--- src/rtl/link_recovery_ctrl.sv ---
// link_recovery_ctrl: per-lane link bring-up and recovery sequencer.
// Waits for gt_ready, qualifies channel_good over GOOD_FILTER consecutive
// cycles, recovers lock timeouts with bounded datapath-reset pulses and
// escalates to a transceiver reset after MAX_RETRIES failed attempts.
// Optional build macro: LINK_RECOVERY_STATS_EN adds link_loss_count and
// gt_reset_count saturating statistics outputs.
module link_recovery_ctrl #(
    parameter int unsigned TIMEOUT_WIDTH    = 16,
    parameter int unsigned MAX_RETRIES      = 4,
    parameter int unsigned RST_PULSE_CYCLES = 8,
    parameter int unsigned GOOD_FILTER      = 64
) (
    input  logic                               clk,
    input  logic                               rst,
    input  logic                               gt_ready,
    input  logic                               channel_good,
    output logic                               dp_rst_out,
    output logic                               gt_rst_out,
    output logic                               link_up,
    output logic [$clog2(MAX_RETRIES+1)-1:0]   retry_count,
    output logic [2:0]                         ctrl_state
`ifdef LINK_RECOVERY_STATS_EN
    ,
    output logic [15:0]                        link_loss_count,
    output logic [15:0]                        gt_reset_count
`endif
);

    localparam int unsigned RW = $clog2(MAX_RETRIES + 1);
    localparam int unsigned PW = $clog2(RST_PULSE_CYCLES + 1);
    localparam int unsigned GW = $clog2(GOOD_FILTER + 1);

    localparam logic [RW-1:0] RETRY_LIMIT = RW'(MAX_RETRIES);
    localparam logic [PW-1:0] PULSE_LAST  = PW'(RST_PULSE_CYCLES - 1);
    localparam logic [GW-1:0] GOOD_LAST   = GW'(GOOD_FILTER - 1);

    typedef enum logic [2:0] {
        IDLE      = 3'd0,
        WAIT_LOCK = 3'd1,
        UP        = 3'd2,
        DP_RST    = 3'd3,
        GT_RST    = 3'd4
    } state_t;

    state_t                   state;
    logic [TIMEOUT_WIDTH-1:0] lock_timer;
    logic [GW-1:0]            good_cnt;
    logic [PW-1:0]            pulse_cnt;

    assign ctrl_state = state;

    // Sequencer FSM with registered outputs and all per-state counters
    always_ff @(posedge clk or posedge rst) begin
        if (rst) begin
            state           <= IDLE;
            lock_timer      <= '0;
            good_cnt        <= '0;
            pulse_cnt       <= '0;
            retry_count     <= '0;
            link_up         <= 1'b0;
            dp_rst_out      <= 1'b0;
            gt_rst_out      <= 1'b0;
`ifdef LINK_RECOVERY_STATS_EN
            link_loss_count <= '0;
            gt_reset_count  <= '0;
`endif
        end else begin
            case (state)
                IDLE: begin
                    link_up    <= 1'b0;
                    dp_rst_out <= 1'b0;
                    gt_rst_out <= 1'b0;
                    if (gt_ready) begin
                        state      <= WAIT_LOCK;
                        lock_timer <= '0;
                        good_cnt   <= '0;
                    end
                end

                WAIT_LOCK: begin
                    if (!gt_ready) begin
                        state <= IDLE;
                    end else if (channel_good && (good_cnt == GOOD_LAST)) begin
                        // Lock completion takes priority over a coincident timeout
                        state       <= UP;
                        link_up     <= 1'b1;
                        retry_count <= '0;
                    end else if (lock_timer[TIMEOUT_WIDTH-1]) begin
                        pulse_cnt <= '0;
                        if (retry_count < RETRY_LIMIT) begin
                            state       <= DP_RST;
                            dp_rst_out  <= 1'b1;
                            retry_count <= retry_count + 1'b1;
                        end else begin
                            state       <= GT_RST;
                            gt_rst_out  <= 1'b1;
                            retry_count <= '0;
`ifdef LINK_RECOVERY_STATS_EN
                            if (gt_reset_count != '1)
                                gt_reset_count <= gt_reset_count + 1'b1;
`endif
                        end
                    end else begin
                        lock_timer <= lock_timer + 1'b1;
                        good_cnt   <= channel_good ? good_cnt + 1'b1 : '0;
                    end
                end

                UP: begin
                    if (!gt_ready) begin
                        state   <= IDLE;
                        link_up <= 1'b0;
                    end else if (!channel_good) begin
                        state      <= WAIT_LOCK;
                        link_up    <= 1'b0;
                        lock_timer <= '0;
                        good_cnt   <= '0;
`ifdef LINK_RECOVERY_STATS_EN
                        if (link_loss_count != '1)
                            link_loss_count <= link_loss_count + 1'b1;
`endif
                    end
                end

                DP_RST: begin
                    if (!gt_ready) begin
                        state      <= IDLE;
                        dp_rst_out <= 1'b0;
                    end else if (pulse_cnt == PULSE_LAST) begin
                        state      <= WAIT_LOCK;
                        dp_rst_out <= 1'b0;
                        lock_timer <= '0;
                        good_cnt   <= '0;
                    end else begin
                        pulse_cnt <= pulse_cnt + 1'b1;
                    end
                end

                GT_RST: begin
                    if (pulse_cnt == PULSE_LAST) begin
                        state      <= IDLE;
                        gt_rst_out <= 1'b0;
                    end else begin
                        pulse_cnt <= pulse_cnt + 1'b1;
                    end
                end

                default: begin
                    state      <= IDLE;
                    link_up    <= 1'b0;
                    dp_rst_out <= 1'b0;
                    gt_rst_out <= 1'b0;
                end
            endcase
        end
    end

endmodule

--- config.mk ---
export PLATFORM = sky130hd
export DESIGN_NAME = link_recovery_ctrl
export DESIGN_NICKNAME = d
export VERILOG_FILES = /design/src/rtl/link_recovery_ctrl.sv
export SDC_FILE = /design/constraint.sdc
export NUM_CORES = 1
export LEC_CHECK = 0
export BUFFER_PORTS_ARGS = -buffer_cell sky130_fd_sc_hd__buf_2
export CORE_ASPECT_RATIO = 1.75
export CORE_MARGIN = 3
export CORE_UTILIZATION = 33
export CTS_CLUSTER_SIZE = 8
export DETAILED_ROUTE_END_ITERATION = 8
export SYNTH_ARGS = -nofsm -noshare
export SYNTH_HDL_FRONTEND = slang
export SYNTH_SLANG_ARGS = --single-unit
--- constraint.sdc ---
create_clock -name clk -period 6.4 [get_ports clk]
set_clock_uncertainty 0.2 [all_clocks]
set_input_delay 0 -clock clk [delete_from_list [all_inputs] [get_ports clk]]
set_output_delay 0 -clock clk [all_outputs]
set_load 0.01 [all_outputs]
==> flow_summary.json <==
{
  "areaGrowthSynthToFinish_pct": 11.9,
  "hpwl_um": 3700,
  "cts_tree": "yes",
  "final_util": 0.384,
  "cp_max_fo": 19,
  "outcome": "complete, no violations",
  "critPathRequiredTime_ns": 6.36,
  "drt_wl_total_um": 5190,
  "clk_path_buf_depth": 2,
  "postCtsSetupRepairBufs": 0,
  "synthesis.area_um2": 2280,
  "arrival_ns": 2.47,
  "place.port_buffers": 12,
  "cts_hold_buf": 2,
  "max_cap_viol_count": 0,
  "hold_start": "gt_ready",
  "cpPeakStageDelay_ns": 0.71,
  "final_nets": 250,
  "critPathLaunch": "ctrl_state[0]",
  "synthTopCellsByArea": "dfrtp_1 40%, mux2i_1 6.6%, a2111oi_2 5.3%",
  "yosysMostFrequentCell": "dfrtp_1",
  "antenna_left": 0,
  "synth_common_cells": "36 x dfrtp_1, 20 x o21ai_0, 15 x mux2i_1, 15 x nand2_1, 13 x o21bai_1",
  "clkTransAtPathRegs_ns": 0.06,
  "drt-initial-drc-count": 143,
  "yosysWarnings": 0,
  "setup.reg_to_reg.worst_slack_ns": 3.89,
  "max_freq_ghz": 0.399,
  "numCtsBuffers": 5,
  "timing.final.max_slew_violations": 0,
  "hold_path_class": "in -> reg",
  "startpoint_type": "register",
  "dp_slack_ns": 3.92,
  "cp_slowest_cell": "a2111o_1",
  "crit_end": "good_cnt[1]",
  "ios": 13,
  "fp.coreArea_um2": 6640,
  "fp.dieW_um": 68.8,
  "antenna_found_initial": 0,
  "reg2reg_from": "ctrl_state[0]",
  "drt-met1-wl_um": 2110,
  "grt.overflow.total": 0,
  "postSynth.asyncResetShare": 1.00,
  "worstMarginPinSlew_ns": 0.925,
  "gp_congestion": 0.851,
  "synth.avg_cell_area_um2": 9.78,
  "netlist-cell-type-count": 53,
  "synth_edf_count": 0,
  "crit_type": "reg -> reg",
  "critPathBufInv": 0,
  "ys_ff_latch": 36,
  "tns_ns": 0,
  "worstPathCellList": "nand4b_1, a2111o_1, a21oi_2, mux2_2",
  "power_per_cell_area_nw_per_um2": 215,
  "synthFlopType": "dfrtp_1",
  "vias_per_cell": 5.71,
  "synth_seq_area_share": 0.395,
  "syn_nets": 241,
  "clkSinkCount": 36,
  "die-area_um2": 7980,
  "final-setup-viol-count": 0,
  "row_count": 39,
  "end_kind": "register",
  "reg2reg_depth": 4,
  "critical-path-top-delay-family": "compound AO/OA/AOI/OAI gates",
  "yosysTopAreaCell": "dfrtp_1",
  "p_leak_uw": 0.00100,
  "grtUsageTotal": 0.145,
  "wl_met3_um": 141,
  "n_antenna_cell": 0,
  "hold_violations": 0,
  "root_buffer": "clkbuf_16",
  "maxSlewHeadroom": 0.384,
  "grt_pass1_vias": 1826,
  "start_util": 0.344,
  "worst_slack_ns": 3.89,
  "drt-pass1-iter-count": 4,
  "die_h_um": 116,
  "instances_no_fill": 325,
  "cts_resized": 0,
  "post-route-drc-count": 0,
  "synth_cells": 233,
  "period_share": 0.392,
  "worstReg2RegEnd": "good_cnt[1]",
  "fin_hold_ws_ns": 0.0736,
  "worstSkewPairLatency_ns": 0.28,
  "dp_cells": 315,
  "grt_pass1_wl_um": 8920,
  "wl_per_cell_um": 16.0,
  "drive_gt1_frac": 0.148,
  "period_minus_slack_ns": 2.51,
  "grt_max_degree": 37,
  "highest_layer": "met4",
  "dr_total_vias": 1857,
  "dr_wl_met2_um": 2790,
  "htreeDepth": 2,
  "path_depth": 4,
  "peakVddDrop_mv": 0.0891,
  "rsz0062_at_grt": "false",
  "synth_top_area_share": 0.395
}
-- flip-flops by register name, indices dropped and copies added (netlist names) --
name	flops
lock_timer	16
good_cnt	7
pulse_cnt	4
ctrl_state	3
retry_count	3
dp_rst_out	1
gt_rst_out	1
link_up	1
-- tightest hold or removal path: cells and delay by family --
kind / cells / cell delay [ns]
AOI/OAI and AO/OA: 2 / 0.19
buffers and inverters: 1 / 0.17
and+or+nand+nor: 2 / 0.15
-- how the worst min path moves through the flow --
stage	endpoint	slack [ns]	cells past startpoint
2_1_floorplan	ctrl_state[0]	-0.03	1
3_3_place_gp	pulse_cnt[1]	-0.06	3
3_5_place_dp	pulse_cnt[0]	-0.05	3
4_1_cts	link_up	0.07	5
5_1_grt	lock_timer[15]	0.12	4
6_report	link_up	0.07	5
-- layer usage --
| layer | up-vias | track usage |
|---|---|---|
| li1 | 911 | - |
| met2 | 31 | 0.254 |
| met1 | 904 | 0.170 |
| met5 | - | 0 |
| met3 | 11 | 0.0252 |
| met4 | 0 | 0.0573 |
-- per-stage QoR --
step                area, um2  total power [uW]
finish                   2550               549
global route             2550               573
CTS                      2550               557
detailed placement       2380               307
global placement         2380               306
floorplan                2280               295
-- report_power, final --
group	internal [uW]	switching (uW)
Clock	155	90.6
Combinational	20.8	33.7
Sequential	237	11.8
Total	413	136
-- layout by cell type, fill, tap and decap left out, types with 3 or more instances in the layout --
cell type,instances
o22ai_1,5
o22a_1,3
buf_2,12
nand2_1,15
nor2_1,9
and3_1,3
dfrtp_1,36
a211oi_1,6
a21oi_1,4
ha_1,4
nand3_1,10
o21bai_1,13
mux2i_1,15
clkbuf_16,5
nand4_1,6
buf_4,3
a2111oi_2,8
o21ai_0,20
o21a_1,4
inv_1,12
-- cells by family (layout without fill, tap and decap cells) --
| kind of cell | count (synthesis) | after routing | synth area share |
|---|---|---|---|
| simple gates | 64 | 64 | 0.158 |
| buf+inv | 28 | 38 | 0.0587 |
| mux | 17 | 17 | 0.0757 |
| xor+xnor | 1 | 1 | 0.00384 |
| compound gates | 83 | 83 | 0.287 |
| fa+ha+maj | 4 | 4 | 0.0220 |
| flops | 36 | 36 | 0.395 |
-- cell type report --
type / count / area, um2
fillers: 685 / 4090
multi-input cells: 169 / 1250
flip-flops and latches: 36 / 901
clock buffers: 8 / 146
repair buffers: 17 / 103
well taps: 82 / 103
inverters: 13 / 48.8
No activity file was read; power rests on OpenSTA's default activity.
